[config.mk]
export PLATFORM = sky130hd
export DESIGN_NAME = mult_ctrl_param
export DESIGN_NICKNAME = d
export VERILOG_FILES = /design/src/rtl/mult_ctrl_param.sv
export SDC_FILE = /design/constraint.sdc
export NUM_CORES = 1
export LEC_CHECK = 0
export BUFFER_PORTS_ARGS = -buffer_cell sky130_fd_sc_hd__buf_4
export CAP_MARGIN = 10
export CORE_MARGIN = 2
export CORE_UTILIZATION = 40
export DETAILED_ROUTE_END_ITERATION = 16
export PLACE_DENSITY = 0.72
export SYNTH_ARGS = -nofsm -noshare
export SYNTH_HDL_FRONTEND = slang
export SYNTH_SLANG_ARGS = --single-unit
[constraint.sdc]
create_clock -name clk -period 1.4 [get_ports clk]
set_input_delay 0.42 -clock clk [delete_from_list [all_inputs] [get_ports clk]]
set_output_delay 0.42 -clock clk [all_outputs]
set_load 0.03 [all_outputs]
[src/rtl/mult_ctrl_param.sv]
// Parametrised sequencer for the shift-and-add multiplier datapath, with a start/busy/done handshake.
// Optional build macro MULT_CTRL_EARLY_EXIT_EN: CHECK also finishes once the multiplier register is zero.
//
// state | meaning
// IDLE  | waiting for i_start
// LOAD  | operands into working registers, iteration count cleared
// TEST  | multiplier LSB presented, choose ADD or SHIFT
// ADD   | accumulate multiplicand into product
// SHIFT | shift product/multiplier, count the iteration
// CHECK | decide between another iteration and DONE
// DONE  | one-cycle completion pulse
module mult_ctrl_param #(
  parameter int                    WIDTH    = 8,
  parameter int                    CW_WIDTH = 16,
  parameter logic [CW_WIDTH-1:0]   CW_IDLE  = 16'h0000,
  parameter logic [CW_WIDTH-1:0]   CW_LOAD  = 16'h0003,
  parameter logic [CW_WIDTH-1:0]   CW_TEST  = 16'h8200,
  parameter logic [CW_WIDTH-1:0]   CW_ADD   = 16'h0201,
  parameter logic [CW_WIDTH-1:0]   CW_SHIFT = 16'h4203,
  parameter logic [CW_WIDTH-1:0]   CW_CHECK = 16'h0249
) (
  input  logic                         clk,
  input  logic                         rst,
  input  logic                         i_start,
  input  logic                         i_lsb,
  input  logic                         i_zero,
  output logic [CW_WIDTH-1:0]          o_signal,
  output logic                         o_busy,
  output logic                         o_done,
  output logic [$clog2(WIDTH+1)-1:0]   o_iter
);

  localparam int               CNT_W   = $clog2(WIDTH+1);
  localparam logic [CNT_W-1:0] CNT_MAX = CNT_W'(WIDTH);

  localparam logic [2:0] S_IDLE  = 3'd0;
  localparam logic [2:0] S_LOAD  = 3'd1;
  localparam logic [2:0] S_TEST  = 3'd2;
  localparam logic [2:0] S_ADD   = 3'd3;
  localparam logic [2:0] S_SHIFT = 3'd4;
  localparam logic [2:0] S_CHECK = 3'd5;
  localparam logic [2:0] S_DONE  = 3'd6;

  logic [2:0]       state;
  logic [2:0]       state_nxt;
  logic [CNT_W-1:0] cnt;
  logic             last_iter;

`ifdef MULT_CTRL_EARLY_EXIT_EN
  assign last_iter = (cnt == CNT_MAX) || i_zero;
`else
  logic unused_zero;
  assign unused_zero = i_zero;
  assign last_iter   = (cnt == CNT_MAX);
`endif

  always_comb begin
    state_nxt = S_IDLE;
    case (state)
      S_IDLE:  state_nxt = i_start ? S_LOAD : S_IDLE;
      S_LOAD:  state_nxt = S_TEST;
      S_TEST:  state_nxt = i_lsb ? S_ADD : S_SHIFT;
      S_ADD:   state_nxt = S_SHIFT;
      S_SHIFT: state_nxt = S_CHECK;
      S_CHECK: state_nxt = last_iter ? S_DONE : S_TEST;
      default: state_nxt = S_IDLE;
    endcase
  end

  // cnt saturates at WIDTH so o_iter can never read past the operand width
  always_ff @(posedge clk or posedge rst) begin
    if (rst) begin
      state <= S_IDLE;
      cnt   <= '0;
    end else begin
      state <= state_nxt;
      if (state == S_LOAD)
        cnt <= '0;
      else if ((state == S_SHIFT) && (cnt != CNT_MAX))
        cnt <= cnt + 1'b1;
    end
  end

  always_comb begin
    o_signal = CW_IDLE;
    o_busy   = 1'b0;
    o_done   = 1'b0;
    case (state)
      S_LOAD:  begin o_signal = CW_LOAD;  o_busy = 1'b1; end
      S_TEST:  begin o_signal = CW_TEST;  o_busy = 1'b1; end
      S_ADD:   begin o_signal = CW_ADD;   o_busy = 1'b1; end
      S_SHIFT: begin o_signal = CW_SHIFT; o_busy = 1'b1; end
      S_CHECK: begin o_signal = CW_CHECK; o_busy = 1'b1; end
      S_DONE:  o_done = 1'b1;
      default: o_signal = CW_IDLE;
    endcase
  end

  assign o_iter = cnt;

endmodule

==> results of run 1 <==
worst max-delay path, stage by stage (launching register included):
cell and delay, ns:
dfrtp_1 0.40, or2_4 0.28, nor2_4 0.11, a21oi_4 0.04, buf_6 0.13
cells by family (layout without fill, tap and decap cells):
kind of cell | Yosys count | after routing | synth area share, %
other | 1 | 9 | 0.649
AO/OA/AOI/OAI | 15 | 15 | 16.2
AND/OR/NAND/NOR | 24 | 24 | 25.3
adder cells (fa/ha/maj) | 2 | 2 | 4.33
buffers and inverters | 20 | 48 | 20.1
flip-flops | 7 | 7 | 30.3
XOR/XNOR | 2 | 2 | 3.03
what timing repair did:
action	4_1_cts	5_1_grt
pin swaps	5	5
resized for setup	22	7
setup buffers	6	1
hold buffers	0	0
endpoints found under the setup margin	9	15
sequential cells by signal, indices dropped and copies added (netlist names):
signal and count:
state 3, o_iter 4
final cells by class:
cell class                      instances  area (sq um)  share of cell area, %
Sequential cell                         7           179                   17.3
Inverter                                6          27.5                   2.67
Clock buffer                            4          26.3                   2.55
Multi-Input combinational cell         52           432                   41.8
Timing Repair Buffer                   38           349                   33.8
Tap cell                               15          18.8                   1.82
per-layer routing:
metal  track usage (%)  wire length (um)  vias up
li1                  -                 -      300
met1              24.2               697      293
met2              32.8               822       14
met3              8.19                70        4
met4              6.25                48        0
met5                 0                 0        -
synth_stat cells (all sizes together):
library cell	count
buf	13
nor2	8
dfrtp	7
inv	6
o21ai	5
nand3	4
o211ai	3
o22ai	3
a21oi	2
ha	2
nand2	2
nand2b	2
or4	2
a2bb2oi	1
and2	1
and3	1
and3b	1
and4bb	1
clkbuf	1
conb	1
o22a	1
or2	1
or4b	1
xnor2	1
xor2	1
power by group through the flow:
stage               Clock [uW]  Sequential (uW)  Combinational, uW
floorplan                    0              408               1070
global placement             0              335               1640
detailed placement           0              334               1680
CTS                        191              344               2000
global route               202              356               2160
finish                     184              350               2050
through the flow:
step | setup WS [ns] | std cells | TNS, ns | power (uW)
floorplan | -0.0717 | 79 | -0.0940 | 1480
global placement | -0.0165 | 113 | -0.0216 | 1970
detailed placement | -0.0364 | 113 | -0.0438 | 2010
CTS | -0.242 | 123 | -2.25 | 2540
global route | -0.272 | 122 | -2.57 | 2720
finish | -0.237 | 122 | -2.02 | 2580
worst paths after layout:
check / slack (ns) / startpoint / to
setup / recovery: -0.24 / state[2]$_DFF_PP0_ / o_busy
hold / removal: 0.11 / rst / o_iter[2]$_DFFE_PP0P_
setup reg to reg: -0.07 / state[0]$_DFF_PP0_ / o_iter[1]$_DFFE_PP0P_
hold reg to reg: 0.63 / state[0]$_DFF_PP0_ / state[1]$_DFF_PP0_
max in group asynchronous: 1.04 / rst / o_iter[1]$_DFFE_PP0P_
min in group clk: 0.52 / i_lsb / state[1]$_DFF_PP0_
==> summary.md, run 1 <==
| Metric | Value |
|---|---|
| Status | `finished, violations left` |
| Failing checks | `setup timing` |
| Static leakage | `0.000490 uW` |
| Reg2Reg Depth | `5` |
| Final Wtd Congestion | `0.785` |
| Mapped Avg Cell Area | `8.14 sq um` |
| Synth-to-Final Area Change | `78.6%` |
| Synth warnings | `0` |
| Top cell type's share of synthesized area | `between 30 and 40%` |
| FMAX | `about 600 MHz` |
| RSZ-0062 raised after global routing | `true` |
| Routed len/inst | `13.4 um` |
| Final setup violation count | `12` |
| Most frequent cells in the layout | `buf_4, buf_6, conb_1` |
| Routed WL | `~1.6 mm` |
| Post-DRT Antenna Nets | `0` |
| Root Buffer | `clkbuf_4` |
| Critical-path maximum fanout | `3` |
| Largest net degree at the start of global routing | `8` |
| Final Util | `about four fifths` |
| Period utilization | `117%` |
| Power share of the sequential group | `13.5%` |
| Ranking of synthesized cells by area | `dfrtp_1, buf_4, nor2_1, ha_1, o21ai_0` |
| Crit path DAT | `1.22 ns` |
| Detail Placement HPWL | `roughly 1.1 mm` |
| Switching share of total power | `46.4%` |
| CTS buffer count | `3` |
| Largest area contributor in the netlist | `dfrtp_1` |
| Worst Skew | `~0.0057 ns` |
| CTS H-tree lvls | `1` |
| MaxCap Viol Count | `0` |
| Synth unique cells | `27` |
| Die ar. | `about 1800 sq um` |
| Clk_lat worst skew | `approximately 0.25 ns` |
| Yosys reg bits | `7` |
| CP required | `around 0.98 ns` |
| Worst setup EP type | `primary output` |
| Hold_ws | `0.107 ns` |
| Slew Limit Fails | `0` |
| Core Footprint | `between 1000 and 1500 sq um` |
| Post-route cell area | `1030 sq um` |
| # rows | `13` |
| Clock Path Buffers | `2` |
| Placed Area | `862 sq um` |
| Crit path launch type | `flop` |
| Number of diodes | `0` |
| Most common cell after layout, fill and taps aside | `buf_4` |
| IO Count | `27` |
| Grt total ovfl | `0` |
| Period minus WS final | `1.64 ns` |
| Mapped Cells | `71` |
| Drt first pass iters | `4` |
| Initial DRC Count | `16` |
| Int Pwr | `between 1000 and 1500 uW` |
| Via density | `~5` |
| Starting density of the core | `a little over two fifths` |
| Min-delay worst type | `in2async` |
| Layout cells sized above 1 | `60.7%` |
| DR vias | `~600` |
| Sw power | `roughly 1200 uW` |
| Drt drc | `0` |
| Vias in the first global route | `around 600` |
| CTS sink count | `7` |
| Filler instances | `85` |
| Final Hold Fails | `0` |
| Comb power frac | `about 79%` |
| Seq/Total Area, Yosys | `30.3%` |
| Clk pwr share | `7.1%` |
| Global-route wire length before repair | `approximately 2.7 mm` |
| Die span in y | `42.0 um` |
| CTS tree | `built` |
| Buffers on Ports | `16` |
| Fin worst setup slack | `-0.237 ns` |
| Peak VDD IR | `1.37 mV` |
| CP Class | `reg2out` |
| Initial antenna violation count | `0` |
| Fin nets | `115` |
| Die W | `around 42 um` |
| GRT Total Usage | `20.1%` |
| Cell Area, Synth | `~580 sq um` |
| CTS clk-pin slew, worst paths | `~0.05 ns` |
| Pwr/cell area | `2500 nW/um^2` |
(Power assumes the default switching activity.)
==> run 2, diff against run 1 <==
CORE_UTILIZATION = 42   (was 40)
CTS_BUF_LIST = sky130_fd_sc_hd__clkbuf_8   (was not set)
PLACE_DENSITY = 0.75   (was 0.72)
==> run 2 against run 1 <==
The run still ends with setup timing left; die area down 4.3%; combinational power decreased by 5%; critical path depth unchanged; first-iteration DRC count down 31%; setup slack gained 0.0022 ns.
==> summary.md, run 2 (synthesis results as in run 1) <==
| Metric | Value |
|---|---|
| Post-DRT Antenna Nets | `0` |
| Die span in y | `41.1 um` |
| Max FFs per register | `4` |
| CTS H-tree lvls | `1` |
| Synth-to-Final Area Change | `71.9%` |
| Drt first pass iters | `4` |
| Detail Placement HPWL | `1.03 mm` |
| Grt total ovfl | `0` |
| R2r startpoint | `o_iter[0]$_DFFE_PP0P_` |
| Initial antenna violation count | `0` |
| RSZ-0062 raised after global routing | `true` |
| Critical Path Sink | `o_busy` |
| CTS clk-pin slew, worst paths | `roughly 0.040 ns` |
| Via density | `5.21` |
| Starting density of the core | `44.4%` |
| Clk pwr share | `between 10 and 15%` |
| Final Wtd Congestion | `0.779` |
| Placed Area | `roughly 800 sq um` |
| FMAX | `between 600 and 700 MHz` |
| Crit path launch type | `flop` |
| Largest net degree at the start of global routing | `12` |
| Buffers on Ports | `16` |
| Layout cells sized above 1 | `between 50% and 60%` |
| Routed len/inst | `roughly 14 um` |
| Clk_lat worst skew | `about 0.23 ns` |
| MaxCap Viol Count | `0` |
| CP Launch Point | `state[2]$_DFF_PP0_` |
| Static leakage | `between 0.0004 and 0.0005 uW` |
| Failing checks | `setup timing` |
| Core Footprint | `~1300 sq um` |
| CP Class | `reg2out` |
| Pwr/cell area | `2580 nW/um^2` |
| Number of diodes | `0` |
| Post-route cell area | `993 sq um` |
| Most frequent cells in the layout | `buf_4, buf_6, conb_1` |
| Drt drc | `0` |
| Worst Skew | `about 0.0032 ns` |
| Final Hold Fails | `0` |
| IO Count | `27` |
| Top Layer Used | `met4` |
| CTS sink count | `7` |
| Status | `finished, violations left` |
| Setup TNS | `-1.65 ns` |
| Post-CTS Hold Buffers | `0` |
| Met3 wire length | `~86 um` |
| Global-route wire length before repair | `between 2 and 2.5 mm` |
| Post-Place Setup Slack | `-0.0307 ns` |
| Comb power frac | `75.6%` |
| Initial DRC Count | `11` |
| Root Buffer | `clkbuf_8` |
| Die ar. | `roughly 1700 sq um` |
| Most common cell after layout, fill and taps aside | `buf_4` |
| Reg2reg setup slack | `-0.01 ns` |
| Met2 WL | `between 800 and 900 um` |
| Clock Path Buffers | `2` |
| GRT Total Usage | `between 20% and 30%` |
| Switching share of total power | `46.7%` |
| Routed WL | `~1.6 mm` |
| Overall power | `roughly 2600 uW` |
| Peak VDD IR | `~1.4 mV` |
| CTS buffer count | `3` |
| M1 WL | `638 um` |
| Die W | `approximately 40 um` |
| Period utilization | `117%` |
| CTS tree | `built` |
| # rows | `13` |
| Min-delay worst type | `in2async` |
| CP required | `between 0.9 and 1 ns` |
| Filler instances | `92` |
| Final setup violation count | `10` |
| Int Pwr | `approximately 1400 uW` |
| Sw power | `between 1000 and 1500 uW` |
| Fin worst setup slack | `-0.235 ns` |
| Power share of the sequential group | `a little over an eighth` |
| RR Endpoint | `o_iter[2]$_DFFE_PP0P_` |
| Period minus WS final | `~1.6 ns` |
| DR vias | `599` |
| Reg2Reg Depth | `5` |
| Worst setup EP type | `primary output` |
| Vias in the first global route | `between 500 and 600` |
| Critical-path maximum fanout | `3` |
| Fin nets | `~110` |
| Crit path DAT | `approximately 1.2 ns` |
| Slew Limit Fails | `0` |
## run 2: changes by cell type in the layout (fill, tap and decap cells not counted), moves of 3 or more
| cell | before | now |
|---|---|---|
| clkbuf_4 | 3 | 0 |
| buf_4 | 21 | 18 |
| clkbuf_8 | 0 | 3 |
| buf_6 | 17 | 12 |
## run 2: area by class of cell
type                    instances  area (sq um)  share of cell area, %
clock buffers                   3          41.3                   4.16
clock inverters                 1          3.75                  0.378
inverters                       6          30.0                   3.02
multi-input cells              52           437                   44.0
flip-flops and latches          7           178                   17.9
well taps                      15          18.8                   1.89
repair buffers                 31           285                   28.7
## run 2: per-stage QoR
stage | hold slack [ns] | util [%] | cells
after floorplan | 0.223 | - | 79
after global placement | 0.372 | 61.6 | 105
after detailed placement | 0.376 | 61.6 | 105
after CTS | 0.129 | 73.5 | 114
after global routing | 0.162 | 76.3 | 115
final | 0.129 | 76.3 | 115
## run 2: how the worst min path moves through the flow
stage          start                     to  slack (ns)  depth (start not counted)
5_1_grt          rst  o_iter[3]$_DFFE_PP0P_        0.16                          2
6_report         rst  o_iter[3]$_DFFE_PP0P_        0.13                          2
4_1_cts          rst  o_iter[3]$_DFFE_PP0P_        0.13                          2
3_3_place_gp     rst  o_iter[3]$_DFFE_PP0P_        0.37                          2
2_1_floorplan    rst  o_iter[2]$_DFFE_PP0P_        0.22                          1
3_5_place_dp     rst  o_iter[3]$_DFFE_PP0P_        0.38                          2
## run 2: timing repair
item                                    in CTS  in global routing
resized for setup                           18                  8
endpoints found under the setup margin       9                 11
buffers inserted                             5                  1
pin swaps                                    6                  4
## run 2: power groups by stage
| stage | combinational (uW) | sequential [uW] | clock, uW |
|---|---|---|---|
| detailed placement | 1540 | 332 | 0 |
| global placement | 1520 | 326 | 0 |
| global route | 2060 | 355 | 294 |
| CTS | 1850 | 338 | 290 |
| floorplan | 1070 | 408 | 0 |
| finish | 1940 | 346 | 279 |
## run 2: routing by layer
metal | global-route usage, % | vias up
li1 | - | 281
met1 | 28.5 | 290
met2 | 37.1 | 24
met3 | 3.80 | 4
met4 | 16.9 | 0
met5 | 0 | -
## run 2: worst max-delay path, stage by stage, from the launching register on
cell     delay (ns)
dfrtp_1        0.41
or2_4          0.29
nor2_4         0.11
a21oi_4        0.04
buf_6          0.13
